--- src/rtl/vc_dest_arbiter_pkg.sv ---
// Shared definitions for the VC-to-destination arbiter: FSM encoding and
// channel/destination index and select constants.
package vc_dest_arbiter_pkg;

    typedef enum logic [1:0] {
        IDLE   = 2'd0,
        SERVE0 = 2'd1,
        SERVE1 = 2'd2
    } arb_state_t;

    // Virtual-channel indices, also the value carried on grant_vc
    localparam logic VC0 = 1'b0;
    localparam logic VC1 = 1'b1;

    // One-hot selects for the pop vector (VC side) and push vector (D side)
    localparam logic [1:0] VC0_SEL = 2'b01;
    localparam logic [1:0] VC1_SEL = 2'b10;
    localparam logic [1:0] D0_SEL  = 2'b01;
    localparam logic [1:0] D1_SEL  = 2'b10;

endpackage

--- src/rtl/vc_dest_arbiter_if.sv ---
// Bus between the VC FIFO heads, the arbiter and the destination FIFO inputs.
// master: the arbiter (pops VCs, pushes Ds). slave: the FIFO side.
interface vc_dest_arbiter_if #(
    parameter int DATA_W = 6
);
    logic [DATA_W-1:0] vc0_data;
    logic [DATA_W-1:0] vc1_data;
    logic [1:0]        vc_empty;
    logic [1:0]        d_almost_full;
    logic [1:0]        vc_pop;
    logic [1:0]        d_push;
    logic [DATA_W-1:0] d_data;

    modport master (
        input  vc0_data, vc1_data, vc_empty, d_almost_full,
        output vc_pop, d_push, d_data
    );

    modport slave (
        output vc0_data, vc1_data, vc_empty, d_almost_full,
        input  vc_pop, d_push, d_data
    );
endinterface

--- src/rtl/vc_dest_arbiter_burst_counter.sv ---
// Saturating burst counter: clear to 0, load 1 on an owner switch, or count
// up towards the current owner's weight and stick there.
module vc_burst_counter #(
    parameter int CNT_W = 3
) (
    input  logic             clk,
    input  logic             reset,
    input  logic             clear,
    input  logic             load,
    input  logic             inc,
    input  logic [CNT_W-1:0] limit,
    output logic [CNT_W-1:0] cnt
);

    // Counter register; clear has priority over load, load over increment
    always_ff @(posedge clk or negedge reset) begin
        if (!reset) begin
            cnt <= '0;
        end else if (clear) begin
            cnt <= '0;
        end else if (load) begin
            cnt <= CNT_W'(1);
        end else if (inc && (cnt < limit)) begin
            cnt <= cnt + CNT_W'(1);
        end
    end

endmodule

--- src/rtl/vc_dest_arbiter.sv ---
// Weighted round-robin arbiter moving one word per cycle from VC0/VC1 into
// D0/D1. Bit DATA_W-1 of a word picks its destination. Pop is combinational,
// the push/data pair is registered one cycle later.
module vc_dest_arbiter
    import vc_dest_arbiter_pkg::*;
#(
    parameter int DATA_W     = 6,
    parameter int VC0_WEIGHT = 4,
    parameter int VC1_WEIGHT = 1,
    parameter int CNT_W      = 3
) (
    input  logic               clk,
    input  logic               reset,
    input  logic               active_in,
    vc_dest_arbiter_if.master  bus,
    output logic               grant_vc,
    output logic               busy
);

    localparam logic [CNT_W-1:0] W0 = CNT_W'(VC0_WEIGHT);
    localparam logic [CNT_W-1:0] W1 = CNT_W'(VC1_WEIGHT);

    arb_state_t        state;
    logic [1:0]        elig;
    logic              other;
    logic [CNT_W-1:0]  cnt;
    logic [CNT_W-1:0]  w_own;
    logic              grant_any;
    logic              grant_sel;
    logic              cnt_inc;
    logic              cnt_load;
    logic              cnt_clear;
    logic [DATA_W-1:0] sel_data;
    logic [1:0]        dest_sel;
    logic [1:0]        push_p1;
    logic [DATA_W-1:0] data_p1;

    // A VC is eligible when the link is up, it has a word, and that word's
    // destination is not almost full (blocked heads are never bypassed)
    assign elig[VC0] = active_in & ~bus.vc_empty[VC0] & ~bus.d_almost_full[bus.vc0_data[DATA_W-1]];
    assign elig[VC1] = active_in & ~bus.vc_empty[VC1] & ~bus.d_almost_full[bus.vc1_data[DATA_W-1]];

    // Selection: keep the owner until its weight is used up while the other
    // VC waits, otherwise hand over; no eligible VC drops back to idle
    always_comb begin
        other     = ~grant_vc;
        w_own     = (grant_vc == VC1) ? W1 : W0;
        grant_any = 1'b0;
        grant_sel = grant_vc;
        cnt_inc   = 1'b0;
        cnt_load  = 1'b0;
        cnt_clear = 1'b0;
        if (elig[grant_vc] && ((cnt < w_own) || !elig[other])) begin
            grant_any = 1'b1;
            grant_sel = grant_vc;
            cnt_inc   = 1'b1;
        end else if (elig[other]) begin
            grant_any = 1'b1;
            grant_sel = other;
            cnt_load  = 1'b1;
        end else begin
            cnt_clear = 1'b1;
        end
    end

    assign sel_data   = (grant_sel == VC1) ? bus.vc1_data : bus.vc0_data;
    assign dest_sel   = sel_data[DATA_W-1] ? D1_SEL : D0_SEL;
    assign bus.vc_pop = (grant_any && reset) ? ((grant_sel == VC1) ? VC1_SEL : VC0_SEL) : 2'b00;

    vc_burst_counter #(
        .CNT_W (CNT_W)
    ) u_burst_counter (
        .clk   (clk),
        .reset (reset),
        .clear (cnt_clear),
        .load  (cnt_load),
        .inc   (cnt_inc),
        .limit (w_own),
        .cnt   (cnt)
    );

    // FSM plus output stage: a granted word is pushed on the following cycle,
    // d_data holds its last value when nothing is granted
    always_ff @(posedge clk or negedge reset) begin
        if (!reset) begin
            state    <= IDLE;
            grant_vc <= VC0;
            push_p1  <= 2'b00;
            data_p1  <= '0;
        end else if (grant_any) begin
            state    <= (grant_sel == VC1) ? SERVE1 : SERVE0;
            grant_vc <= grant_sel;
            push_p1  <= dest_sel;
            data_p1  <= sel_data;
        end else begin
            state    <= IDLE;
            push_p1  <= 2'b00;
        end
    end

    assign bus.d_push = push_p1;
    assign bus.d_data = data_p1;
    assign busy       = (state != IDLE);

endmodule

--- src/flat_wrapper.sv ---
// flat-port wrapper written by rule: the top's interface ports become plain ports
module vc_dest_arbiter_flat import vc_dest_arbiter_pkg::*;
#(
    parameter int DATA_W     = 6,
    parameter int VC0_WEIGHT = 4,
    parameter int VC1_WEIGHT = 1,
    parameter int CNT_W      = 3
)
  (clk, reset, active_in, grant_vc, busy, bus_vc0_data, bus_vc1_data, bus_vc_empty, bus_d_almost_full, bus_vc_pop, bus_d_push, bus_d_data);
  vc_dest_arbiter_if #(.DATA_W(DATA_W)) bus_i ();
  input  logic clk;
  input  logic reset;
  input  logic active_in;
  output logic grant_vc;
  output logic busy;
  input wire logic [$bits(bus_i.vc0_data)-1:0] bus_vc0_data;
  input wire logic [$bits(bus_i.vc1_data)-1:0] bus_vc1_data;
  input wire logic [$bits(bus_i.vc_empty)-1:0] bus_vc_empty;
  input wire logic [$bits(bus_i.d_almost_full)-1:0] bus_d_almost_full;
  output wire logic [$bits(bus_i.vc_pop)-1:0] bus_vc_pop;
  output wire logic [$bits(bus_i.d_push)-1:0] bus_d_push;
  output wire logic [$bits(bus_i.d_data)-1:0] bus_d_data;
  assign bus_i.vc0_data = bus_vc0_data;
  assign bus_i.vc1_data = bus_vc1_data;
  assign bus_i.vc_empty = bus_vc_empty;
  assign bus_i.d_almost_full = bus_d_almost_full;
  assign bus_vc_pop = bus_i.vc_pop;
  assign bus_d_push = bus_i.d_push;
  assign bus_d_data = bus_i.d_data;
  vc_dest_arbiter #(.DATA_W(DATA_W), .VC0_WEIGHT(VC0_WEIGHT), .VC1_WEIGHT(VC1_WEIGHT), .CNT_W(CNT_W)) u_core (.clk(clk), .reset(reset), .active_in(active_in), .bus(bus_i), .grant_vc(grant_vc), .busy(busy));
endmodule
--- config.mk ---
export PLATFORM = sky130hd
export DESIGN_NAME = vc_dest_arbiter_flat
export DESIGN_NICKNAME = d
export VERILOG_FILES = /design/src/rtl/vc_dest_arbiter_pkg.sv /design/src/rtl/vc_dest_arbiter_if.sv /design/src/rtl/vc_dest_arbiter_burst_counter.sv /design/src/rtl/vc_dest_arbiter.sv /design/src/flat_wrapper.sv
export SDC_FILE = /design/constraint.sdc
export NUM_CORES = 1
export LEC_CHECK = 0
export ABC_AREA = 1
export BUFFER_PORTS_ARGS = -buffer_cell sky130_fd_sc_hd__buf_4
export CAP_MARGIN = 20
export CORE_ASPECT_RATIO = 1.1
export CORE_MARGIN = 1
export CORE_UTILIZATION = 45
export CTS_BUF_LIST = sky130_fd_sc_hd__clkbuf_8 sky130_fd_sc_hd__clkbuf_16
export DETAILED_ROUTE_END_ITERATION = 8
export HOLD_SLACK_MARGIN = 0.08
export PLACE_DENSITY_LB_ADDON = 0.25
export SLEW_MARGIN = 10
export SYNTH_ARGS = -nofsm -noshare
export SYNTH_HDL_FRONTEND = slang
export SYNTH_SLANG_ARGS = --single-unit
--- constraint.sdc ---
create_clock -name clk -period 4.3 [get_ports clk]
set_clock_uncertainty 0.2 [all_clocks]
set_input_delay 0.645 -clock clk [delete_from_list [all_inputs] [get_ports clk]]
set_output_delay 0.645 -clock clk [all_outputs]
set_load 0.1 [all_outputs]
Word-level counts from Yosys, hierarchy flattened:

Index checks and enable logic that the tools add are counted.

* add/sub/neg operators: 1
* multipliers: 0
* divide/modulo/power cells: 0
* $lt $le $gt $ge: 5
* eq/ne operators: 0
* shift operators: 0
* muxes and demuxes: 26
* bitwise logic cells: 9
* reduce and logical (&&, ||, !) cells: 7

Operator list (number)
* 1-bit two-way mux: 16
* 3-bit two-way mux: 4
* 2-bit two-way mux: 5
* 1-bit by 2-bit less-than comparator with 1-bit output (second input constant): 4
* 6-bit two-way mux: 1
* 1-bit inverter: 5
* 1-bit AND: 4
* 3-bit by 1-bit adder with 3-bit output (second input constant): 1
* 1-bit logical AND: 3
* 3-bit less-than comparator: 1
* 3-bit nonzero test: 1
* 2-bit nonzero test: 1
* 1-bit logical NOT: 1
* 1-bit logical OR: 1

* register bits after elaboration: 14
* latch bits: 0
* memory bits (writable): 0
* ROM bits: 0
* input port bits: 19
* output and inout port bits: 12
* logic and storage cells: 53
* memories kept: 0

Logic depth before layout (Yosys ltp):

Gate-level depths: netlist (run 1).

* depth in word-level cells: 14
* depth in mapped cells: 11
* mapped depth without buffers: 11

Hierarchy:

A second synthesis (run 1) with hierarchy kept.

* cell total of the unflattened synthesis: 118
* area, all modules: 887.1 µm²

Modules (own cells, without submodules)
* vc_dest_arbiter: times used 1, cells an instance 84, area each 631.9 µm², sequential area each 275.3 µm²
* vc_burst_counter: times used 1, cells an instance 34, area each 255.2 µm², sequential area each 75.1 µm²

Worst setup path before layout (run 1):

Ideal clock, no wire load.

* kind: flip-flop to output port
* from: register u_core.grant_vc
* to: output port bus_vc_pop[0]
* arrival: 4.039 ns
* required time: 3.455 ns
* setup slack: -0.584 ns
* cell stages (with the launch flop): 9
* path buffers: 0
* cell sequence: dfrtp_1 ha_1 nand2_1 nand2_1 a21oi_1 nand3_2 nand2_2 nand2_4 nor3_1

* longest elaborated chain between the ends: 8
* elaborated cells on any way between the ends: 17

Ends and longest elaborated chain
* start: declaration: line vc_dest_arbiter.sv:16 `output logic grant_vc,`
* start signal: assignment: line vc_dest_arbiter.sv:92 `grant_vc <= grant_sel;`
* parallel branches: the longest is 7 deep, another holds 3-bit less-than comparator
* 2-bit two-way mux *: line vc_dest_arbiter.sv:68 `assign bus.vc_pop = (grant_any && reset) ? ((grant_sel == VC1) ? VC1_SEL : VC0_SEL) : 2'b00;`
* end: declaration: line flat_wrapper.sv:20 `output wire logic [$bits(bus_i.vc_pop)-1:0] bus_vc_pop;`

Every way passes the cells marked *. The select of a mux whose other input is x is not followed.

Worst setup path after layout (run 1):

* from: register u_core.grant_vc
* to: output port bus_vc_pop[1]

Same word-level chain as after synthesis.

==> results of run 1 <==
-- repair_timing --
item                                   4_1_cts  5_1_grt
setup buffers                                0        0
hold buffers                                 1        0
endpoints found under the hold margin       14        0
-- per-stage QoR --
| step | utilization (%) | instance area [um2] | worst slack (ps) | hold slack [ps] | power (mW) |
|---|---|---|---|---|---|
| after floorplan | - | 797 | 281 | 149 | 0.652 |
| after global placement | 64.3 | 1040 | 1430 | 272 | 0.761 |
| after detailed placement | 64.3 | 1040 | 1410 | 276 | 0.768 |
| after CTS | 68.4 | 1100 | 1130 | 290 | 0.898 |
| after global routing | 68.4 | 1100 | 972 | 312 | 0.939 |
| final | 68.4 | 1100 | 1140 | 287 | 0.893 |
-- path summary, 6_finish.rpt --
path                       slack (ps)                                   endpoint  cells after the start                              from
max                              1140                              bus_vc_pop[1]                     11       u_core.grant_vc$_DFFE_PN0N_
max in group asynchronous        3140           u_core.bus.d_data[4]$_DFFE_PN0N_                      2                             reset
max reg2reg                      2250           u_core.bus.d_data[5]$_DFFE_PN0N_                      9       u_core.grant_vc$_DFFE_PN0N_
min reg2reg                       290           u_core.bus.d_data[5]$_DFFE_PN0N_                      2  u_core.bus.d_data[5]$_DFFE_PN0N_
min                               290           u_core.bus.d_data[5]$_DFFE_PN0N_                      2  u_core.bus.d_data[5]$_DFFE_PN0N_
min in group asynchronous         590  u_core.u_burst_counter.cnt[0]$_DFFE_PN0P_                      2                             reset
-- cell usage in the layout, fill, tap and decap left out --
| cell type | count |
|---|---|
| nor3_2 | 1 |
| clkbuf_8 | 4 |
| dfrtp_1 | 14 |
| nand4_1 | 5 |
| buf_4 | 30 |
| nand3_1 | 21 |
| nand2_1 | 27 |
| nor2_1 | 7 |
| dlygate4sd3_1 | 1 |
| o21ai_0 | 3 |
| a21oi_1 | 2 |
| inv_2 | 1 |
| nand3_2 | 1 |
| or2_2 | 1 |
| nor2_2 | 1 |
| nand2_4 | 1 |
| inv_1 | 14 |
| xnor2_1 | 1 |
| nand2_2 | 3 |
| ha_1 | 2 |
-- flip-flops by register name (all words and copies together) (netlist names) --
| register | count |
|---|---|
| u_core.u_burst_counter.cnt | 3 |
| u_core.bus.d_data | 6 |
| u_core.grant_vc | 1 |
| u_core.bus.d_push | 2 |
| u_core.state | 2 |
-- per-layer routing --
metal  global-route usage [%]  vias up
met5                        0        -
met4                     5.81        0
met3                     3.57        0
met2                     30.3       20
met1                     24.2      362
li1                         -      413
-- power groups by stage --
stage | Clock [mW] | Sequential (mW) | Combinational, mW
after floorplan | 0 | 0.449 | 0.204
after global placement | 0 | 0.214 | 0.548
after detailed placement | 0 | 0.214 | 0.554
after CTS | 0.130 | 0.213 | 0.556
after global routing | 0.133 | 0.218 | 0.589
final | 0.125 | 0.213 | 0.554
-- cell type report --
cell class	count	area, um2
repair buffers	31	235
multi-input cells	76	385
well taps	17	21.3
flip-flops and latches	14	350
clock buffers	4	55.1
inverters	15	56.3
fillers	135	510
-- kinds of logic (layout without fill, tap and decap cells) --
group                    after synthesis  count (layout)  synth area share [%]
buffers and inverters                 16              50                  7.74
adder cells (fa/ha/maj)                2               2                  3.16
AND/OR/NAND/NOR                       68              68                  40.6
flip-flops                            14              14                  44.2
AO/OA/AOI/OAI                          5               5                  3.16
XOR/XNOR                               1               1                  1.11
-- worst max-delay path, stage by stage (launching register included) --
cell and delay, ps:
dfrtp_1 480, ha_1 350, nand2_1 80, nand2_1 50, a21oi_1 170, nand3_2 130, nand2_1 90, nand2_2 110
nand2_4 150, nand2_2 70, nor2_2 100, buf_4 290
==> impl_summary.md, run 1 <==
Critical path
The worst setup path is captured at a primary output. The path type of the worst setup path is flop to primary output. Data on the critical path is required at its endpoint by 3450 ps. STA classifies the critical path startpoint as a flop. For the worst setup path, the data arrival time is roughly 2300 ps. The largest fanout on the critical path is 9.

CTS
The cell at the root of the clock tree is clkbuf_8. The number of gates resized after CTS was 0. Counting the buffers created by CTS gives 3. The TritonCTS clock tree is built. The largest buffer count on any clock path is 2. In this run the number of H-tree levels came out at 1. The number of clock sinks seen by CTS is 14. The clock network latency to the later pin of the worst-skew pair is 240 ps.

After clock tree synthesis, the clock-pin slew on the worst setup and hold paths is 60 ps.

Placement
Summed over all nets, the half-perimeter wirelength after detailed placement is approximately 1300 um. Counting tap cells, the placed design contains a total of around 150 instances. At the end of routability-driven placement, the weighted congestion stood at 0.752. The count of input and output buffers is 30.

Pwr
The portion of total power attributed to sequential cells is a little under a quarter. The static leakage is 0.638 nW. Internal power comes to 385 uW. Of the total power, the clock network draws 14.0%. The analysis attributes to net switching a power of 508 uW. Across the VDD grid, the largest voltage drop is slightly above 0.4 mV. Per report_power, the combinational group accounts for between 60% and 70% of the total.

Net switching is a little under three fifths of the power. The power density relative to cell area is 809 nW/um2.

Detailed routing
The post-route antenna net violation count is 0. The top metal layer carrying routed signals is met3. After detailed routing, the met2 layer carries 800 um of wire.

The first detailed-routing pass took 4 iterations. The vias after detailed routing is a little under 800. The total wire length is between 1500 and 2000 um. The met1 routed wirelength after detailed routing is 842 um. The violation count after the first detailed-routing iteration is 17. The number of remaining DRC errors is 0. Using the TritonRoute via totals, the vias-per-cell ratio works out to 5.06.

The routed length per instance is 10.9 um. The total length of routed met3 wires is between 70 and 80 um.

Global route
For this run, the total global-route usage over all layers was measured as 18.2%. The total global routing overflow is 0. The first global-routing pass estimated ~2700 um of wire. The initial antenna violation count is 0.

The number of global-route vias before repair came to 663. Entering global routing, the biggest net connects 16 pins.

Synthesis
The largest total area in the synthesized netlist belongs to dfrtp_1. Sorting the synthesized cells by area gives the leading types as dfrtp_1 44%, nand3_1 13%, nand2_1 13%. The count of warnings emitted by yosys is 0. A synthesized cell averages 7.47 um2. In the synthesized netlist the dominant register cell turns out to be dfrtp_1.

The part of the Yosys area used for sequential elements is between 40% and 50%. The cell area that synthesis handed to floorplanning was between 700 and 800 um2. The top-area cell type share of the netlist area is between 40 and 50%. nand2_1 is the most common cell in the netlist. When the netlist entered floorplanning its net count stood at 127. The synthesized netlist contains 18 unique library cells. The cell count after synthesis came out at 106. Yosys mapped a number of flops with a built-in enable equal to 0.

By count the netlist is led by 27 x nand2_1, 21 x nand3_1, 14 x dfrtp_1, 14 x inv_1, 7 x nor2_1. The fraction of registers with async set or reset after synthesis is 100%. The number of storage elements in the synthesis netlist is 14.

Die
The chip width is between 40 and 50 um. The die covers a little under 2000 um2. The vertical extent of the die is 46 um. The region available for standard cell placement spans about 1600 um2. After floorplanning, the core was divided into 15 placement rows. The initial core utilization is roughly half.

31 I/O pins were placed.

STA
Summed over all failing endpoints, the final setup total negative slack is 0 ps. The worst slew margin relative to its limit is 71.0%. The highest attainable clock frequency is roughly 320 MHz.

The final setup violation count is 0. The routed design could run at a clock period as short as 3160 ps. The max-slew violation count is 0. The final hold violation count came to 0. The final worst-path cycle share is 73.5%. Setup repair after global routing left no endpoint under its margin. The slew at the pin closest to its max-slew limit is 435 ps.

Worst hold path
The worst hold path belongs to the class flop to flop.

Final layout
The antenna diode count is 0. Cells with a size suffix above 1 make up slightly above 30% of the layout. Compared with the post-synthesis result, the final layout area differs by 39.3%. In the final design database the tool counted between 150 and 200 nets. The final non-filler cell total is about 160.

Run
Across the run, the number of max-cap violations was 0.

Status
The run finished with clean final reports.
Power figures use the tool's default switching activity.
==> inputs of run 2 (changes only) <==
==> constraint.sdc (replaced) <==
create_clock -name clk -period 3.2 [get_ports clk]
set_clock_uncertainty 0.2 [all_clocks]
set_input_delay 0.48 -clock clk [delete_from_list [all_inputs] [get_ports clk]]
set_output_delay 0.48 -clock clk [all_outputs]
set_load 0.1 [all_outputs]
==> run 2 against run 1 <==
Worst hold slack worse by 28 ps. Wire length up 4.7%. Combinational power up 36%. Critical path type unchanged.
==> impl_summary.md, run 2 (synthesis gave the netlist of run 1 again) <==
Status
Result of the run: finished clean (unchanged).

CTS
The hold-fix buffer count after cts was 1 (unchanged). The number of clock sinks seen by CTS is 14 (unchanged). The CTS buffer count is 3 (unchanged). The count of H-tree levels built during CTS is 1 (unchanged). The post-cts resize count is 0 (unchanged). The TritonCTS clock tree is built (unchanged).

The largest buffer count on any clock path is 2 (unchanged). The post-CTS setup-driven buffer insertion count is 0 (unchanged). The clock slew at the register clock pins of the worst setup and hold paths was 60 ps (about the same). The cell at the root of the clock tree was clkbuf_8 (unchanged). The clock network latency to the later pin of the worst-skew pair is 250 ps (was 240 ps).

Critical path
The maximum single-stage delay on the critical path is 460 ps (was 480 ps). The endpoint required time on the critical path is 2520 ps (was 3450 ps). The endpoint kind of the worst setup timing path is a primary output (unchanged).

The path type of the worst setup path is flop to primary output (unchanged). The family with the most delay on the worst path is simple AND/OR/NAND/NOR gates (unchanged). The capture instance of the worst register-to-register path is u_core.bus.d_data[5]$_DFFE_PN0N_ (unchanged). Cell chain of the critical path: ha_1 -> nand2_1 -> nand2_1 -> a21oi_1 -> nand3_2 -> nand2_1 -> nand2_2 -> nand2_4 -> nand2_2 -> nor2_4 -> buf_4 (was ha_1 -> nand2_1 -> nand2_1 -> a21oi_1 -> nand3_2 -> nand2_1 -> nand2_2 -> nand2_4 -> nand2_2 -> nor2_2 -> buf_4). The largest fanout on the critical path is 9 (unchanged). The buffers plus inverters on the worst setup path was 1 (unchanged).

The worst-path cell with the longest stage delay is dfrtp_2 (was dfrtp_1). The signal arrival time at the worst endpoint is 2240 ps (was 2320 ps). The startpoint class of the critical path is a flop (unchanged). The critical register-to-register path startpoint was u_core.grant_vc$_DFFE_PN0N_ (unchanged). The worst reg-to-reg path cell count is 9 (unchanged). The cell with the most instances on the worst path is nand2_1 (unchanged). The register-to-register setup slack was 1230 ps (was 2250 ps).

Global route
The total global routing overflow is 0 (unchanged). The maximum number of pins on one net before global-route repair is 16 (unchanged). The met3 usage in global routing came to 4.76% (was 3.57%). The wire length of the first global-routing pass is 2960 um (was 2680 um). The initial antenna violation count is 0 (unchanged). The met2 demand-to-capacity share in global routing is 40.0% (was 30.3%). The number of global-route vias before repair is 741 (was 663). The met1 track demand over resource is 21.6% (was 24.2%). The total global routing track utilization is 21.3% (was 18.2%). The peak-usage layer in the global routing report is met2 (unchanged).

Placement
The count of input and output buffers is 30 (unchanged). The post-detailed-placement half-perimeter wirelength was 1400 um (was 1310 um). The placer congestion estimate is 0.761 (was 0.752). The cell area after placement is 1060 um2 (was 1040 um2). The worst slack at placement is 544 ps (was 1410 ps).

The cell count after placement is 153 (was 152).

Detailed routing
The vias after detailed routing was 817 (was 795). The routed length per instance came to 11.4 um (was 10.9 um). The per-cell via count in the routed design is 5.17 (was 5.06). The post-route antenna net violation count was 0 (unchanged). The number of iterations in the first detailed-routing pass was 3 (was 4). The violation count after the first detailed-routing iteration is 13 (was 17).

The number of remaining DRC errors was 0 (unchanged). The total wire length is 1790 um (was 1710 um).

Final layout
Top library cells by usage in the layout, fill and taps aside: 31 x buf_4, 27 x nand2_1, 21 x nand3_1 (was 30 x buf_4, 27 x nand2_1, 21 x nand3_1). The antenna diode count is 0 (unchanged). The area of all placed cells without fillers is 1120 um2 (was 1100 um2). The most frequent standard cell in the layout excluding fill and tap cells is buf_4 (unchanged). The area growth from synthesis to layout is 41.9% (was 39.3%). The utilization after layout was 69.6% (was 68.4%). The flip-flop count of the largest register, all copies and words added was 6 (unchanged). The number of nets at the end of the flow is 163 (was 162).

The share of cells above drive strength 1 is 31.9% (was 30.7%). The final non-filler cell total is 158 (was 157).

STA
The final hold violation count was 0 (unchanged). The slew at the pin closest to its max-slew limit is 280 ps (was 435 ps). Counting I/O delays and the setup requirement, the final critical path takes 2920 ps. The final hold slack is 259 ps (was 287 ps).

Setup repair after global routing missed its margin: false (unchanged). The max-slew violation count is 0 (unchanged). The worst slew margin relative to its limit is 81.5% (was 71.0%).

The total negative slack is 0 ps (unchanged). The final setup violation count came to 0 (unchanged). The final worst setup slack is 281 ps (was 1140 ps). Timing would allow up to around 340 MHz. Dividing the final minimum period by the clock period gives around 91%.

Die
The count of standard-cell rows was 15 (unchanged). The initial core utilization is 49.1% (unchanged). The area of the core was 1610 um2 (unchanged). The chip width is 42 um (unchanged). The vertical extent of the die is 46 um (unchanged). The total die area came to 1930 um2 (unchanged). The number of primary I/O pins is 31 (unchanged).

Pwr
The maximum VDD drop is 0.567 mV (was 0.403 mV). The static leakage is 0.645 nW (was 0.638 nW). The final total power is 1.22 mW (was 893 uW). The power density relative to cell area is 1080 nW/um2 (was 809 nW/um2).

Run
The number of max-capacitance violations reported came to 0 (unchanged).

Worst hold path
The source of the worst hold timing path is bus_vc1_data[0] (was u_core.bus.d_data[5]$_DFFE_PN0N_). The hold-critical path endpoint was u_core.bus.d_data[0]$_DFFE_PN0N_ (was u_core.bus.d_data[5]$_DFFE_PN0N_). The cell depth of the worst hold path is 3 (was 2). The type of the worst min-delay path is input port to flop (was flop to flop).
-- run 2: layer usage --
layer  part of all wire [%]  vias up
met5                      0        -
met4                    2.5        0
met3                    4.3        5
met2                     52       20
met1                     42      377
li1                       -      415
-- run 2: where the power goes --
group	internal, mW	switching, mW
Combinational	0.174	0.580
Sequential	0.239	0.0466
Clock	0.109	0.0682
-- run 2: worst max-delay path by stage --
stage                                      from            end  depth (start not counted)
finish              u_core.grant_vc$_DFFE_PN0N_  bus_vc_pop[1]                         11
global route        u_core.grant_vc$_DFFE_PN0N_  bus_vc_pop[1]                         11
CTS                 u_core.grant_vc$_DFFE_PN0N_  bus_vc_pop[1]                         11
detailed placement  u_core.grant_vc$_DFFE_PN0N_  bus_vc_pop[1]                         11
global placement    u_core.grant_vc$_DFFE_PN0N_  bus_vc_pop[1]                         11
floorplan           u_core.grant_vc$_DFFE_PN0N_  bus_vc_pop[0]                          8
-- run 2: final cells by class --
class                   instances  area [um2]
multi-input cells              76         397
clock buffers                   4        55.1
repair buffers                 32         243
well taps                      17        21.3
flip-flops and latches         14         352
inverters                      15        56.3
fillers                       132         490
-- run 2: tightest hold or removal path, cell delays in order --
cell	delay, ps
buf_4	70
nand3_1	60
nand3_1	60
